$ cat src/rtl/button_event_decoder.sv
// button_event_decoder
// ---------------------------------------------------------------------------
// Purpose: turns the clean one-cycle press/release pulses from the push-button
// debouncer into gesture events: short press, long press, double click, and a
// long-hold status level. The application FSMs use these events and do not
// have to time button gestures themselves.
//
// Optional feature macro: AUTO_REPEAT_EN
//   defined   -> while long-held, PB_repeat_pulse ticks every REPEAT_CYCLES
//   undefined -> PB_repeat_pulse is tied 0 and the LONG timer saturates
//
// Ports:
//   clk                in   base clock
//   rst                in   asynchronous active-high reset (discards gesture)
//   PB_pressed_pulse   in   one-cycle clean press event
//   PB_released_pulse  in   one-cycle clean release event
//   PB_short_pulse     out  one-cycle: short press completed
//   PB_long_pulse      out  one-cycle: long-press threshold reached
//   PB_double_pulse    out  one-cycle: double click completed
//   PB_long_status     out  level: button held past long threshold
//   PB_repeat_pulse    out  one-cycle auto-repeat tick
// ---------------------------------------------------------------------------
module button_event_decoder #(
  parameter int LONG_CYCLES   = 1000,
  parameter int DCLICK_CYCLES = 300,
  parameter int REPEAT_CYCLES = 200
) (
  input  logic clk,
  input  logic rst,
  input  logic PB_pressed_pulse,
  input  logic PB_released_pulse,
  output logic PB_short_pulse,
  output logic PB_long_pulse,
  output logic PB_double_pulse,
  output logic PB_long_status,
  output logic PB_repeat_pulse
);

  localparam int MAX_LD  = (LONG_CYCLES > DCLICK_CYCLES) ? LONG_CYCLES : DCLICK_CYCLES;
  localparam int MAX_ALL = (MAX_LD > REPEAT_CYCLES) ? MAX_LD : REPEAT_CYCLES;
  localparam int TW      = $clog2(MAX_ALL) + 1;

  localparam logic [TW-1:0] LONG_LAST   = TW'(LONG_CYCLES - 1);
  localparam logic [TW-1:0] DCLICK_LAST = TW'(DCLICK_CYCLES - 1);
`ifdef AUTO_REPEAT_EN
  localparam logic [TW-1:0] REPEAT_LAST = TW'(REPEAT_CYCLES - 1);
`endif

  typedef enum logic [2:0] {
    IDLE,
    PRESS1,
    WAIT2,
    PRESS2,
    LONG
  } state_t;

  state_t          r_state;
  state_t          w_next;
  logic [TW-1:0]   r_timer;
  logic [TW-1:0]   w_timer_next;
  logic            w_short;
  logic            w_long;
  logic            w_double;
  logic            w_repeat;
  logic            w_wrap;

  logic            r_short;
  logic            r_long;
  logic            r_double;
  logic            r_status;
  logic            r_repeat;

  // Next-state and event decode. Only the input that matters in the current
  // state is looked at, so a release always beats the long timeout in PRESS1
  // and a press always beats the double-click timeout in WAIT2.
  always_comb begin
    w_next   = r_state;
    w_short  = 1'b0;
    w_long   = 1'b0;
    w_double = 1'b0;
    w_repeat = 1'b0;
    w_wrap   = 1'b0;
    case (r_state)
      IDLE: begin
        if (PB_pressed_pulse) w_next = PRESS1;
      end
      PRESS1: begin
        if (PB_released_pulse) begin
          w_next = WAIT2;
        end else if (r_timer == LONG_LAST) begin
          w_next = LONG;
          w_long = 1'b1;
        end
      end
      WAIT2: begin
        if (PB_pressed_pulse) begin
          w_next = PRESS2;
        end else if (r_timer == DCLICK_LAST) begin
          w_next  = IDLE;
          w_short = 1'b1;
        end
      end
      PRESS2: begin
        if (PB_released_pulse) begin
          w_next   = IDLE;
          w_double = 1'b1;
        end
      end
      LONG: begin
        if (PB_released_pulse) begin
          w_next = IDLE;
        end
`ifdef AUTO_REPEAT_EN
        else if (r_timer == REPEAT_LAST) begin
          w_wrap   = 1'b1;
          w_repeat = 1'b1;
        end
`endif
      end
      default: w_next = IDLE;
    endcase
  end

  // Timer restarts on every state change (and on an auto-repeat wrap);
  // otherwise it counts up and sticks at all-ones instead of wrapping.
  always_comb begin
    w_timer_next = r_timer;
    if ((w_next != r_state) || w_wrap) begin
      w_timer_next = '0;
    end else if (r_timer != '1) begin
      w_timer_next = r_timer + 1'b1;
    end
  end

  // State, timer and all outputs are registered together, so each event
  // appears in the cycle after the condition that produced it.
  always_ff @(posedge clk or posedge rst) begin
    if (rst) begin
      r_state  <= IDLE;
      r_timer  <= '0;
      r_short  <= 1'b0;
      r_long   <= 1'b0;
      r_double <= 1'b0;
      r_status <= 1'b0;
      r_repeat <= 1'b0;
    end else begin
      r_state  <= w_next;
      r_timer  <= w_timer_next;
      r_short  <= w_short;
      r_long   <= w_long;
      r_double <= w_double;
      r_status <= (w_next == LONG);
      r_repeat <= w_repeat;
    end
  end

  assign PB_short_pulse  = r_short;
  assign PB_long_pulse   = r_long;
  assign PB_double_pulse = r_double;
  assign PB_long_status  = r_status;
  assign PB_repeat_pulse = r_repeat;

endmodule

$ cat config.mk
export PLATFORM = sky130hd
export DESIGN_NAME = button_event_decoder
export DESIGN_NICKNAME = d
export VERILOG_FILES = /design/src/rtl/button_event_decoder.sv
export SDC_FILE = /design/constraint.sdc
export NUM_CORES = 1
export LEC_CHECK = 0
export CAP_MARGIN = 40
export CORE_ASPECT_RATIO = 0.8
export CORE_MARGIN = 1
export CORE_UTILIZATION = 59
export CTS_CLUSTER_SIZE = 25
export DETAILED_ROUTE_END_ITERATION = 7
export PLACE_DENSITY = 0.92
export SLEW_MARGIN = 40
export SYNTH_ARGS = -nofsm -noshare
export SYNTH_HDL_FRONTEND = slang
export SYNTH_SLANG_ARGS = --single-unit
export TNS_END_PERCENT = 50
$ cat constraint.sdc
create_clock -name clk -period 3.02 [get_ports clk]
set_input_delay 0.453 -clock clk [delete_from_list [all_inputs] [get_ports clk]]
set_output_delay 0.453 -clock clk [all_outputs]
set_load 0.02 [all_outputs]
Word-level counts from Yosys, hierarchy flattened
Index checks and enable logic that the tools add are counted.
{ "word_totals": {"inputBits": 4, "out_inout_bits": 5, "register_bits": 18} }
{ "op_classes": {"n_mux": 17, "n_eq_ne": 9, "n_addsub": 1, "n_reduce_logical": 3} }
{ "op_table": {"columns": ["op", "count"], "rows": [
  ["two-way mux 11 bit", 2],
  ["two-way mux 3 bit", 6],
  ["case mux 3 bit (4 select lines)", 1],
  ["adder 11 x 1 -> 11 bit (second input constant)", 1],
  ["equality test 11 x 10 -> 1 bit (second input constant)", 1],
  ["equality test 11 x 9 -> 1 bit (second input constant)", 1],
  ["!= test 11 bit (second input constant)", 1],
  ["two-way mux 1 bit", 8],
  ["equality test 3 x 2 -> 1 bit (second input constant)", 2],
  ["equality test 3 bit (second input constant)", 2],
  ["equality test 3 x 1 -> 1 bit (second input constant)", 1],
  ["zero test 3 bit", 1],
  ["!= test 3 bit", 1],
  ["nonzero test 2 bit", 1],
  ["OR reduction 2 bit", 1]
]} }

Depth between registers and ports, before layout
Gate-level depths: netlist of run 1.
{ "depth": {"depth_word": 6, "depth_mapped": 6} }

Worst setup path before layout of run 1
Ideal clock, no wire load.
{ "synth_timing": {"kind": "reg-to-reg", "startpoint": "register r_timer[0]", "endpoint": "register r_timer[7]", "synth_period_minus_slack_ps": 1926, "t_arrival_ps": 1839, "stages_incl_launch_ff": 7, "setup_slack_ps": 1094, "t_required_ps": 2933, "path_cell_list": "dfrtp_1 -> ha_1 -> and3_1 -> and4_4 -> buf_6 -> or4_1 -> a211oi_2"} }
{ "synth_via": {"elab_chain_len": 6} }
{ "synth_lines": {"columns": ["item", "line", "rtl"], "rows": [
  ["start, declared", "59", "logic [TW-1:0] r_timer;"],
  ["start signal, assigned", "148", "r_timer <= w_timer_next;"],
  ["equality test 11 x 9 -> 1 bit / equality test 11 x 10 -> 1 bit (equally long branches)", "98, 90", null],
  ["two-way mux 3 bit, on equally long branches", "98, 90", null],
  ["two-way mux 3 bit, on equally long branches", "96, 88", null],
  ["case mux 3 bit (4 select lines)", "83", "case (r_state)"],
  ["!= test 3 bit", "128", "if ((w_next != r_state) || w_wrap) begin"],
  ["two-way mux 11 bit / nonzero test 2 bit (equally long branches)", null, null]
]} }
Parallel ways exist; a longest one is shown, timed or not. The select of a mux whose other input is x is not followed.
A chain may end at the register's enable or synchronous reset.

Final worst setup path of run 1
{ "layout_timing": {"startpoint": "register r_timer[0]", "endpoint": "register r_timer[4]"} }
Same word-level chain as after synthesis.

==> results.cfg, run 1 <==
[run_status]
status = completed

[setup_path]
worstSetupPathType = reg -> reg
start_kind = flip-flop
critical_path_required_ps = 3170
worst-r2r-setup-slack_ps = 950
rr_worst_depth = 5
path_max_fanout = 11
reg2reg_to = r_timer[4]
r2r-start = r_timer[0]
worstPathArrival_ps = 2220
crit_path_end_kind = flip-flop

[cells_and_area]
drive_gt1_share_pct = 9.09
diodes = 0
area_growth_pct = 9.17
multi_input_area_sq_um = 504
finalNetCount = 116
fillCellCount = 106
finalNonFillerCells = 131
final-seq-area_sq_um = 450

[sta]
worst_slew_pin_slew_ps = 712
holdWs_ps = 540
setup_viol = 0
period_needed_ps = 2070
maxSlewViolCount = 0
max_freq_mhz = 484
setup_tns_ps = 0
hold_violations = 0
post-route-period-util_pct = 68.4
relSlewSlack_pct = 52.4
finClkSkew_ps = 5.54
rsz0062_at_grt = false

[clock_network]
cts_buffer_depth = 2
clkSinkCount = 18
htreeDepth = 1
postCtsHoldBufs = 0
numCtsBuffers = 3
cts_tree = built
post-cts-setup-buffer-count = 0
clock-root-buffer = clkbuf_4
worstSkewPairLatency_ps = 300
clk_pin_slew_ps = 100
post_cts_resize_count = 0

[yosys]
yosysUniqueCellTypes = 42
synth-seq-area-share_pct = 44.6
synth_edf_count = 0
synth_flop_cell = dfrtp_1
syn_inst = 105
syn-mean-instance-area_sq_um = 9.62
syn-num-nets = 110
yosysWarnings = 0
synth-seq-cells = 18
synthArstFlopShare_pct = 100
synth_area_sq_um = 1010

[pwr]
power.leakage_nw = 0.429
p_per_area_nw_per_um2 = 480
ir_drop_v = 0.000378

[job]
max_cap_violations = 0

[die]
chipHeight_microns = 39
core_sq_um = 1490
die_w_microns = 48.3
dieArea_sq_um = 1880
rows = 12
num_io_pins = 9
initial_utilization_pct = 67.9

[routing]
num_vias = 851
ant_nets = 0
avgRoutedWirePerCell_microns = 15.4
wl_mm = 2.01
drtIter0Drc = 32
avgViaCountPerCell = 6.50
drc = 0
dr.pass1.iters = 4

[placement]
io_buffers = 7
dp.cells = 127
dp.final_hpwl_mm = 1.47
gp_congestion = 0.927

[global_routing]
grt_use_total_pct = 26.7
grt_pass1_wl_mm = 3.27
grt_overflow = 0
grt_start_max_net_pins = 19
grt_pass1_vias = 697
antenna_found_initial = 0

[worst_hold_path]
hp-class = in -> async
-- per-stage QoR --
step           total power [W]  utilization (%)  setup slack, ps  cell area [sq um]
5_1_grt               0.000558             74.2              806               1100
3_3_place_gp          0.000378             71.7              925               1070
6_report              0.000529             74.2              954               1100
4_1_cts               0.000535             74.2              987               1100
3_5_place_dp          0.000385             71.7              828               1070
2_1_floorplan         0.000360                -             1090               1010
-- cell families (layout without fill, tap and decap cells) --
family | Yosys count | count (layout) | share of synthesized area [%]
simple gates | 53 | 53 | 31.0
compound gates | 19 | 19 | 13.8
flops | 18 | 18 | 44.6
buf+inv | 9 | 14 | 5.45
xor+xnor | 3 | 3 | 2.60
fa+ha+maj | 1 | 1 | 1.24
other cells | 1 | 1 | 0.371
mux | 1 | 1 | 0.991
-- power breakdown --
group           total, W  internal [W]  switching, W
sequential      0.000286      0.000259     0.0000267
clock           0.000148     0.0000737     0.0000744
combinational  0.0000958     0.0000458     0.0000499
-- how the worst max path moves through the flow --
stage	from	endpoint	cells after the start
floorplan	r_timer[0]	r_timer[7]	6
global placement	PB_pressed_pulse	r_timer[2]	6
detailed placement	PB_pressed_pulse	r_timer[4]	6
CTS	r_timer[0]	r_timer[4]	5
global route	r_timer[0]	r_timer[4]	5
finish	r_timer[0]	r_timer[4]	5
-- sequential cells by signal, indices dropped and copies added, names as in the netlist --
name,flops
r_timer,11
r_state,3
PB_double_pulse,1
PB_long_pulse,1
PB_long_status,1
PB_short_pulse,1
-- layout by cell type, fill, tap and decap left out, types with 3 or more instances in the layout --
cell	n
xnor2_1	3
nand3_1	3
nand4_1	3
and3_1	4
a31oi_1	3
a21oi_1	4
nand2_1	3
clkbuf_4	3
a211oi_1	3
dfrtp_1	18
nor3_1	10
nor2_1	9
clkdlybuf4s50_1	7
nand2b_1	5
-- worst max-delay path, stage by stage (launching register included) --
cell and delay (ps):
dfrtp_1 400, ha_1 250, and4bb_2 300, nand4b_1 190, nor2_1 610, a2111oi_0 160
-- synthesized netlist by cell type, types with 3 or more instances --
library cell	count	share of area [%]
a211oi_1	3	2.2
a21oi_1	4	2.0
a31oi_1	3	1.9
and3_1	4	2.5
dfrtp_1	18	45
nand2_1	3	1.1
nand2b_1	5	3.1
nand3_1	3	1.5
nand4_1	3	1.9
nor2_1	9	3.3
nor3_1	10	5.0
xnor2_1	3	2.6
-- area by class of cell --
class,instances,share of cell area (%)
multi-input cells,78,45.7
flip-flops and latches,18,40.9
repair buffers,8,7.04
clock buffers,4,3.29
well taps,21,2.38
inverters,2,0.681
-- layer usage --
metal	track usage, %	vias to the layer above	share of wire (%)
li1	-	412	-
met1	36.8	393	46
met2	37.0	37	45
met3	7.48	9	7.2
met4	13.9	0	2.4
met5	0	-	0
Power figures use the tool's default switching activity.
==> run 2: changes to the inputs <==
--- a/config.mk
+++ b/config.mk
@@ -8,10 +8,10 @@
 export CAP_MARGIN = 40
 export CORE_ASPECT_RATIO = 0.8
 export CORE_MARGIN = 1
-export CORE_UTILIZATION = 59
+export CORE_UTILIZATION = 50
 export CTS_CLUSTER_SIZE = 25
 export DETAILED_ROUTE_END_ITERATION = 7
-export PLACE_DENSITY = 0.92
+export PLACE_DENSITY = 0.84
 export SLEW_MARGIN = 40
 export SYNTH_ARGS = -nofsm -noshare
 export SYNTH_HDL_FRONTEND = slang
==> constraint.sdc (replaced) <==
create_clock -name clk -period 1.89 [get_ports clk]
set_input_delay 0.2835 -clock clk [delete_from_list [all_inputs] [get_ports clk]]
set_output_delay 0.2835 -clock clk [all_outputs]
set_load 0.02 [all_outputs]
==> run 2 against run 1 <==
Net effect:
- first-iteration DRC count is 53% lower
- global-route usage is 2.1 points lower
- setup slack worse by 870 ps
- combinational power is 120% higher
- via count is 5.6% higher
- core utilization is 12 points lower
- routed wire length is 9.6% higher
- worst hold slack worse by 250 ps
- cell count is 9.9% higher
- die area is 17% higher
- fmax is 14% higher
- critical path type unchanged
==> results.cfg, run 2 (synthesis gave the netlist of run 1 again) <==
[placement]
gp_congestion = 0.827
io_buffers = 7
dp.final_hpwl_mm = 1.64
dp_slack_ps = -36.3
dpl_cell_area_sq_um = 1140

[run_status]
status = completed

[cells_and_area]
largest-register = r_timer
final_area_sq_um = 1180
area_growth_pct = 17.3
reg_top3 = r_timer: 11 flops, r_state: 3 flops
largest_reg_flops = 11
final_common_cell = dfrtp_1
drive_gt1_share_pct = 17.5
finalNetCount = 126
layout_common_cells = dfrtp_1, buf_4, nor3_1
diodes = 0

[pwr]
ir_drop_v = 0.000601
p_per_area_nw_per_um2 = 748
power.leakage_nw = 0.478

[setup_path]
critical_path_required_ps = 2120
endpoint = r_timer[7]
start_kind = flip-flop
rr_worst_depth = 5
worst-r2r-setup-slack_ps = 80
worstSetupPathType = reg -> reg
path_max_fanout = 6
r2r-start = r_timer[0]
crit_path_end_kind = flip-flop
worstPathArrival_ps = 2030
reg2reg_to = r_timer[7]
critPathLaunch = r_timer[0]

[sta]
worst_slack_ps = 81.9
max_freq_mhz = 553
finClkSkew_ps = 6.68
maxSlewViolCount = 0
rsz0062_at_grt = false
holdWs_ps = 294
setup_viol = 0
period_needed_ps = 1810
worst_slew_pin_slew_ps = 498
post-route-period-util_pct = 95.7
relSlewSlack_pct = 65.9
setup_tns_ps = 0
hold_violations = 0

[routing]
wl_mm = 2.21
avgRoutedWirePerCell_microns = 15.3
drtIter0Drc = 15
drc = 0
num_vias = 899
ant_nets = 0
avgViaCountPerCell = 6.24
dr.pass1.iters = 4

[clock_network]
worstSkewPairLatency_ps = 300
htreeDepth = 1
clk_pin_slew_ps = 100
cts_tree = built
clock-root-buffer = clkbuf_4
cts_buffer_depth = 2
clkSinkCount = 18
postCtsHoldBufs = 0
numCtsBuffers = 3

[die]
die_w_microns = 52.2
chipHeight_microns = 42.2
core_sq_um = 1890
dieArea_sq_um = 2200
initial_utilization_pct = 53.4
num_io_pins = 9
rows = 14

[job]
max_cap_violations = 0

[global_routing]
grt_start_max_net_pins = 19
grt_overflow = 0
antenna_found_initial = 0
grt_pass1_vias = 879
grt_use_total_pct = 24.6
grt_pass1_wl_mm = 3.91

[worst_hold_path]
hp-class = in -> async
## run 2: final cells by class
class / instances / area, sq um
Clock buffer: 4 / 36.3
Fill cell: 154 / 707
Inverter: 2 / 7.51
Timing Repair Buffer: 18 / 153
Tap cell: 24 / 30.0
Multi-Input combinational cell: 78 / 508
Sequential cell: 18 / 450
## run 2: stage by stage
stage          utilization, %  power [W]  instances
6_report                 62.6   0.000886        144
4_1_cts                  62.2   0.000884        143
5_1_grt                  62.6   0.000950        144
3_3_place_gp             60.3   0.000635        139
2_1_floorplan               -   0.000577        105
3_5_place_dp             60.3   0.000648        139
## run 2: worst max-delay path, cell delays in order, from the launching register on
cell and delay, ps:
dfrtp_1 410, ha_2 220, and3_1 200, and4_4 210, or4_1 520, a211oi_2 180
## run 2: what timing repair did
| action | 4_1_cts | 5_1_grt |
|---|---|---|
| buffers inserted | 0 | 1 |
| hold endpoints to repair | 0 | 0 |
| resized for setup | 0 | 1 |
| endpoints found under the setup margin | 0 | 2 |
## run 2: how the worst min path moves through the flow
stage | to | slack [ps]
global route | r_timer[10] | 310
detailed placement | PB_long_status | 520
floorplan | PB_double_pulse | 220
global placement | r_state[2] | 510
finish | r_timer[10] | 290
CTS | PB_double_pulse | 310
## run 2: layer usage
| layer | GRT usage [%] | up-vias | wire, microns | part of all wire [%] |
|---|---|---|---|---|
| met1 | 32.6 | 435 | 1040 | 47 |
| li1 | - | 427 | - | - |
| met2 | 37.4 | 32 | 991 | 45 |
| met3 | 7.61 | 5 | 140 | 6.3 |
| met5 | 0 | - | 0 | 0 |
| met4 | 9.47 | 0 | 29 | 1.3 |
## run 2: where the power goes
group          internal [W]  leakage, nW  total (W)  switching (W)
Sequential         0.000414        0.246   0.000445      0.0000310
Clock              0.000118       0.0210   0.000235       0.000117
Combinational      0.000102        0.211   0.000206       0.000104
==> run 3: changes to the inputs <==
--- a/config.mk
+++ b/config.mk
@@ -6,9 +6,11 @@
 export NUM_CORES = 1
 export LEC_CHECK = 0
 export CAP_MARGIN = 40
+export CELL_PAD_IN_SITES_DETAIL_PLACEMENT = 1
+export CELL_PAD_IN_SITES_GLOBAL_PLACEMENT = 1
 export CORE_ASPECT_RATIO = 0.8
 export CORE_MARGIN = 1
-export CORE_UTILIZATION = 50
+export CORE_UTILIZATION = 39
 export CTS_CLUSTER_SIZE = 25
 export DETAILED_ROUTE_END_ITERATION = 7
 export PLACE_DENSITY = 0.84
==> run 3 against run 2 <==
Net effect:
- flip-flop and latch count stayed put
- worst hold slack better by 28 ps
- die area is 27% higher
- via count is 3.4% higher
- global-route usage is 2.0 points lower
- clock power is 17% lower
- cell count is 7.6% higher
- register-to-register slack worse by 30 ps
- combinational power is 11% higher
- critical path depth stayed put
- design area is 2.0% higher
- sequential power hardly changed
==> results.cfg, run 3 (synthesis gave the netlist of run 1 again) <==
[die]
rows = 16
die_w_microns = 58.9
initial_utilization_pct = 41.3
chipHeight_microns = 47.5
num_io_pins = 9
core_sq_um = 2440
dieArea_sq_um = 2800

[pwr]
power.leakage_nw = 0.472
finalPower_w = 0.000871
ir_drop_v = 0.000365
p_per_area_nw_per_um2 = 720

[clock_network]
cts_tree = built
htreeDepth = 1
clk_pin_slew_ps = 100
cts_buffer_depth = 2
clock-root-buffer = clkbuf_4
numCtsBuffers = 3
clkSinkCount = 18
worstSkewPairLatency_ps = 300

[routing]
drc = 0
avgViaCountPerCell = 6.00
avgRoutedWirePerCell_microns = 18.4
dr.pass1.iters = 5
ant_nets = 0
num_vias = 930
wl_mm = 2.86
drtIter0Drc = 15

[sta]
setup_viol = 0
worst_slew_pin_slew_ps = 498
hold_violations = 0
max_freq_mhz = 545
maxSlewViolCount = 0
relSlewSlack_pct = 65.9
finClkSkew_ps = 0.869
period_needed_ps = 1830
post-route-period-util_pct = 97.1

[cells_and_area]
final_common_cell = dfrtp_1
diodes = 0
largest-register = r_timer
drive_gt1_share_pct = 19.3
area_growth_pct = 19.7
fin_util_pct = 49.5
reg_top3 = r_timer: 11 flops, r_state: 3 flops
layout_common_cells = dfrtp_1, buf_4, nor3_1
largest_reg_flops = 11
finalNetCount = 126
fillCellCount = 306

[global_routing]
grt_start_max_net_pins = 19
grt_overflow = 0
grt_pass1_wl_mm = 4.39
antenna_found_initial = 0
grt_use_total_pct = 22.6
grt_pass1_vias = 861

[placement]
dp.final_hpwl_mm = 2.09
gp_congestion = 0.840
io_buffers = 7

[worst_hold_path]
hp-class = in -> async

[setup_path]
rr_worst_depth = 5
critical_path_required_ps = 2090
slowest_delay_ps = 490
worst-r2r-setup-slack_ps = 60
crit_path_end_kind = flip-flop
reg2reg_to = r_timer[2]
start_kind = flip-flop
endpoint = r_timer[2]
path_max_fanout = 11
r2r-start = r_state[0]
cp_cell_sequence = or3b_2, a31oi_1, o32ai_1, buf_4, nor4_1
critPathLaunch = r_state[0]
worstPathArrival_ps = 2030
cp_slowest_cell = or3b_2
worstSetupPathType = reg -> reg

[job]
max_cap_violations = 0

[run_status]
status = completed
==> run 3: layout make-up <==
class | instances | area (sq um) | area share, %
Multi-Input combinational cell | 78 | 529 | 43.8
Clock buffer | 3 | 22.5 | 1.86
Timing Repair Buffer | 18 | 153 | 12.6
Tap cell | 36 | 45.0 | 3.73
Inverter | 2 | 7.51 | 0.621
Sequential cell | 18 | 452 | 37.4
==> run 3: per-layer routing <==
metal  track usage (%)  share of wire (%)  vias to the layer above  wire, microns
li1                  -                  -                      429              -
met1              28.7                 45                      466           1280
met2              36.8                 50                       29           1430
met3              6.49                3.4                        6             97
met4              9.52                1.9                        0             55
met5                 0                  0                        -              0
==> run 3: what timing repair did <==
| action | 4_1_cts | 5_1_grt |
|---|---|---|
| gates resized for setup | 0 | 5 |
| hold buffers | 0 | 0 |
| pin swaps | 0 | 1 |
| setup endpoints to repair | 1 | 11 |
| gates cloned | 0 | 0 |
| setup buffers | 1 | 1 |
==> run 3: per-stage QoR <==
| stage | hold WS (ps) | area, sq um | TNS [ps] | cells | worst slack [ps] |
|---|---|---|---|---|---|
| 6_report | 322 | 1210 | 0 | 155 | 55.3 |
| 5_1_grt | 342 | 1210 | -15.7 | 155 | -8.57 |
| 4_1_cts | 330 | 1180 | 0 | 154 | 7.31 |
| 3_5_place_dp | 494 | 1150 | -1570 | 150 | -163 |
| 3_3_place_gp | 475 | 1150 | -59.5 | 150 | -22.6 |
| 2_1_floorplan | 222 | 1010 | 0 | 105 | 2.41 |
==> run 3: power breakdown <==
part / total [W] / leakage, nW / switching [W] / internal, W
Combinational: 0.000229 / 0.214 / 0.000119 / 0.000110
Sequential: 0.000446 / 0.245 / 0.0000312 / 0.000415
Clock: 0.000196 / 0.0138 / 0.000122 / 0.0000743
==> run 3: worst min-delay path by stage <==
stage	end	startpoint	slack (ps)
2_1_floorplan	PB_double_pulse	rst	220
3_3_place_gp	r_state[0]	r_state[2]	470
3_5_place_dp	r_state[0]	r_state[2]	490
4_1_cts	PB_long_pulse	rst	330
5_1_grt	PB_long_status	rst	340
6_report	PB_double_pulse	rst	320
==> run 3: critical path: cells and delay by family (launching register included) <==
family | cells | cell delay, ps
simple gates | 2 | 780
compound gates | 2 | 310
buf+inv | 1 | 200
flops | 1 | 450
==> edit 1 (flow settings as in run 2) <==
Build with the macro `AUTO_REPEAT_EN` defined.
--- a/src/rtl/button_event_decoder.sv
+++ b/src/rtl/button_event_decoder.sv
@@ -22,2 +22,4 @@
 // ---------------------------------------------------------------------------
+`define AUTO_REPEAT_EN
+
 module button_event_decoder #(
Formal check against the unedited RTL: same outputs for any inputs over 10 cycles, from zero or initial values and one cycle with rst high; that may be too few to reach the edited logic, so the function may still have changed.
==> edit 1 against run 2 <==
The run now ends with setup timing left. Sequential share of layout area is 2.6 points lower. Design area is 13% higher. Non-clock buffer count is 6 higher. Sequential cell count is 1 higher. Clock power is 11% lower. Cell count is 6.9% higher. Setup slack worse by 0.084 ns. Wire length is 29% higher. Area after synthesis is 2.6% higher. Total power is 6.4% lower. Critical endpoint is now r_timer[4]. Largest cell class unchanged.
==> edit 1: results (changes against run 2) <==
| Metric | Value |
|---|---|
| Status | complete, but fails checks |
| Failing checks | setup timing |
| Signal buffers | 24 (+6) |
| Worst-margin pin slew | 0.462 ns (-0.0365 ns) |
| Sink Count | 19 (+1) |
| Post-Synth Adder-Cell Area | 1.21% (-0.031 points) |
| Crit path max-delay family | simple AND/OR/NAND/NOR gates |
| Placer Congestion | 0.867 (+4.8%) |
| Clock skew | 0.00172 ns (-0.00496 ns) |
| NonClk Buf Share | 15.5% (+2.6 points) |
| Multi-In Gates | 79 (+1.3%) |
| H-tree depth | 1 (unchanged) |
| XOR/XNOR share of the synthesized area | 2.54% (-0.066 points) |
| R2R cell count | 5 (unchanged) |
| Layout cells sized above 1 | 26.9% (+9.4 points) |
| Fill cell count | 152 (-1.3%) |
| Post-DP HPWL | 1810 um (+10%) |
| Seq area share | 35.4% (-2.6 points) |
| Setup violators final | 2 (+2) |
| Layout Nets | 136 (+7.9%) |
| R2R Path Start | r_state[1] |
| Fraction of area in multi-input gates | 43.8% (+0.93 points) |
| Placed cell areas | 0.00123 mm2 (+8.3%) |
| Crit path capture | r_timer[4] |
| Seq/Total Area, Yosys | 45.9% (+1.3 points) |
| Synth top area cells | dfrtp_1 46%, nor3_1 5.3%, nor2_1 4.0%, nand3_1 3.4%, o21ai_0 2.9% |
| Cell variety after synth | 40 (-4.8%) |
| Compound-Gate Fraction of Synth Area | 13.6% (-0.11 points) |
| Sequential cell area | 475 um2 (+5.6%) |
| Clk cell area share | 1.96% (-1.1 points) |
| Iter 0 DRT Violations | 32 (+17) |
| Crit path DAT | 2.08 ns (+0.05 ns) |
| CLK BUF | 4 (unchanged) |
| Hold WS | 0.290 ns (-0.00344 ns) |
| Vias | 985 (+9.6%) |
| First-pass GRT wire length | 4330 um (+11%) |
| Logic inverters | 4 (+2) |
| All-layer global routing usage | 27.2% (+2.6 points) |
| Setup TNS | -0.00261 ns (-0.00261 ns) |
| PnR worst setup slack | -0.00208 ns (-0.0840 ns) |
| DR vias/cell | 6.40 (+2.5%) |
| Post-synthesis mux area share | 1.93% (+0.94 points) |
| Cells after synthesis | 106 (+0.95%) |
| Largest net degree at the start of global routing | 20 (+1) |
| Critical Path Fanout Max | 3 (-3) |
| Vias in the first global route | 926 (+5.3%) |
| Port bufs | 8 (+1) |
| Critical path's slowest cell | or4b_4 |
| FFs w/ async S/R, synth | 100% (unchanged) |
| Max IR drop VDD | 621 uV (+3.3%) |
| Dpl ws | -0.307 ns (-0.271 ns) |
| Biggest cell delay along the critical path | 0.55 ns (+0.03 ns) |
| Static Leak | 0.532 nW (+11%) |
| Post-synth top flop | dfrtp_1 |
| Synth top cells by count | 19 x dfrtp_1, 11 x nor2_1, 11 x nor3_1 |
| Diode count | 0 (unchanged) |
| Avg Inst Size Synth | 9.77 um2 (+1.6%) |
| Avg WL per Cell | 18.5 um (+21%) |
==> edit 1: changes by cell type after synthesis, moves of 2 or more <==
cell,change
o21ai_0,+5
and3_1,-4
nand2b_1,-4
nand3_1,+4
a31oi_1,-2
and4b_1,+2
inv_1,+2
nand4_1,-2
nor2_1,+2
xnor2_1,-2
xor2_1,+2
==> edit 1: report_power, final <==
part           internal (mW)  total (mW)  switching [mW]
clock                 0.0824       0.210           0.128
combinational         0.0783       0.172          0.0935
sequential             0.429       0.447          0.0179
==> edit 1: what timing repair did <==
action	CTS	global route
gates resized for setup	2	11
setup buffers	0	1
setup endpoints to repair	2	11
pin swaps	0	2
==> edit 1: layer usage <==
| metal | routed length (um) | GRT usage [%] | vias up |
|---|---|---|---|
| met5 | 0 | 0 | - |
| met4 | 76 | 10.5 | 0 |
| met3 | 188 | 8.24 | 13 |
| met2 | 1390 | 39.2 | 42 |
| met1 | 1190 | 38.1 | 478 |
| li1 | - | - | 452 |
==> edit 2 (config.mk and constraints of run 2) <==
Made on the original files. Register the inputs `PB_pressed_pulse` and `PB_released_pulse` before use, with the module's reset. The logic sees them one clock later. Comments in the files are not updated.
--- a/src/rtl/button_event_decoder.sv
+++ b/src/rtl/button_event_decoder.sv
@@ -56,2 +56,15 @@
 
+  logic PB_pressed_pulse_q;
+  logic PB_released_pulse_q;
+
+  always_ff @(posedge clk or posedge rst) begin
+    if (rst) begin
+      PB_pressed_pulse_q  <= '0;
+      PB_released_pulse_q <= '0;
+    end else begin
+      PB_pressed_pulse_q  <= PB_pressed_pulse;
+      PB_released_pulse_q <= PB_released_pulse;
+    end
+  end
+
   state_t          r_state;
@@ -84,6 +97,6 @@
       IDLE: begin
-        if (PB_pressed_pulse) w_next = PRESS1;
+        if (PB_pressed_pulse_q) w_next = PRESS1;
       end
       PRESS1: begin
-        if (PB_released_pulse) begin
+        if (PB_released_pulse_q) begin
           w_next = WAIT2;
@@ -95,3 +108,3 @@
       WAIT2: begin
-        if (PB_pressed_pulse) begin
+        if (PB_pressed_pulse_q) begin
           w_next = PRESS2;
@@ -103,3 +116,3 @@
       PRESS2: begin
-        if (PB_released_pulse) begin
+        if (PB_released_pulse_q) begin
           w_next   = IDLE;
@@ -109,3 +122,3 @@
       LONG: begin
-        if (PB_released_pulse) begin
+        if (PB_released_pulse_q) begin
           w_next = IDLE;
Check against the original RTL: not equivalent (Yosys sat finds a counterexample within 10 cycles, from zero or initial values and one cycle with rst high).
==> edit 2 against run 2 <==
Area after synthesis increased by 16%. Sequential cell count is 2 higher. Design area increased by 10%. Wire length is 4.8% lower. Combinational power down 13%. Total power is 6.8% higher. Non-clock buffer count shrank 4. Critical path depth rose by 1. Setup slack improved by 0.036 ns. Largest cell class unchanged.
==> edit 2: results (changes against run 2) <==
| Metric | Value |
|---|---|
| Met3 Track Usage GR | 7.67% (+0.062 points) |
| M1 WL | 959 um (-8.1%) |
| RR Endpoint | r_timer[2] |
| Post-synth top flop | dfrtp_1 |
| Iter 0 DRT Violations | 34 (+19) |
| Largest net degree at the start of global routing | 21 (+2) |
| Seq/Total Area, Yosys | 42.6% (-2.1 points) |
| All-layer global routing usage | 18.6% (-6.0 points) |
| R2R cell count | 6 (+1) |
| Area Growth Syn to Fin | 10.9% |
| Compound-Gate Fraction of Synth Area | 12.8% (-0.99 points) |
| Met1 Use GR | 24.7% (-8.0 points) |
| Vias in the first global route | 785 (-11%) |
| Cell variety after synth | 43 (+2.4%) |
| Synth warn | 0 (unchanged) |
| Layout Nets | 125 (-0.79%) |
| Max IR drop VDD | 635 uV (+5.6%) |
| Crit path max-delay family | compound AO/OA/AOI/OAI gates |
| Synth top area cells | dfrtp_1 43%, nor3_2 6.0%, buf_6 2.9%, mux2i_1 2.6%, nand3_1 2.6% |
| Dpl cells | 140 (+0.72%) |
| Critical Path Fanout Max | 11 (+5) |
| DR WL met3 | 163 um (+16%) |
| Clock skew | 0.00435 ns (-0.00233 ns) |
| Reg2reg setup slack | 0.12 ns (+0.04 ns) |
| Post-synthesis mux area share | 2.55% (+1.6 points) |
| DR vias/cell | 6.08 (-2.7%) |
| Dpl ws | 0.132 ns (+0.168 ns) |
| Sw frac | 29.5% (+1.1 points) |
| Placer Congestion | 0.863 (+4.3%) |
| Biggest cell delay along the critical path | 0.43 ns (-0.09 ns) |
| Crit path DAT | 1.96 ns (-0.07 ns) |
| Total wire length | 2100 um (-4.8%) |
| Hold WS | 0.300 ns (+0.00624 ns) |
| Placed cell areas | 0.00127 mm2 (+11%) |
| Initial Util | 53.6% (+0.19 points) |
| First-pass GRT wire length | 3480 um (-11%) |
| Status | finished, final reports clean |
| Post-Synth Adder-Cell Area | 1.06% (-0.18 points) |
| Vias | 875 (-2.7%) |
| Critical path's slowest cell | dfrtp_1 |
| Met2 routed WL | 937 um (-5.4%) |
| Avg Inst Size Synth | 10.6 um2 (+10%) |
| Post-DP HPWL | 1560 um (-5.2%) |
| Static Leak | 0.537 nW (+13%) |
| Post-Syn Nets | 116 (+5.5%) |
| XOR/XNOR share of the synthesized area | 1.49% (-1.1 points) |
| M2 GR Usage | 27.6% (-9.8 points) |
edit 2: worst max-delay path by stage:
stage / from / endpoint / slack, ns
6_report: r_timer[0] / r_timer[2] / 0.12
2_1_floorplan: r_timer[0] / r_timer[4] / 0.27
3_5_place_dp: r_timer[0] / r_timer[2] / 0.13
4_1_cts: r_timer[0] / r_timer[2] / 0.11
5_1_grt: r_timer[0] / r_timer[2] / 0.009
3_3_place_gp: r_timer[0] / r_timer[2] / 0.24
edit 2: cell type report:
type                       count  share of cell area, %
inverter                       2                  0.576
tap                           25                   2.40
clock buffer                   4                   2.78
sequential                    20                   38.4
timing repair buffer          14                   10.4
multi-input combinational     79                   45.5
edit 2: power by group through the flow:
stage | combinational, mW | clock, mW | sequential, mW
floorplan | 0.168 | 0 | 0.505
global placement | 0.173 | 0 | 0.532
detailed placement | 0.181 | 0 | 0.535
CTS | 0.181 | 0.247 | 0.526
global route | 0.207 | 0.269 | 0.536
finish | 0.180 | 0.239 | 0.527
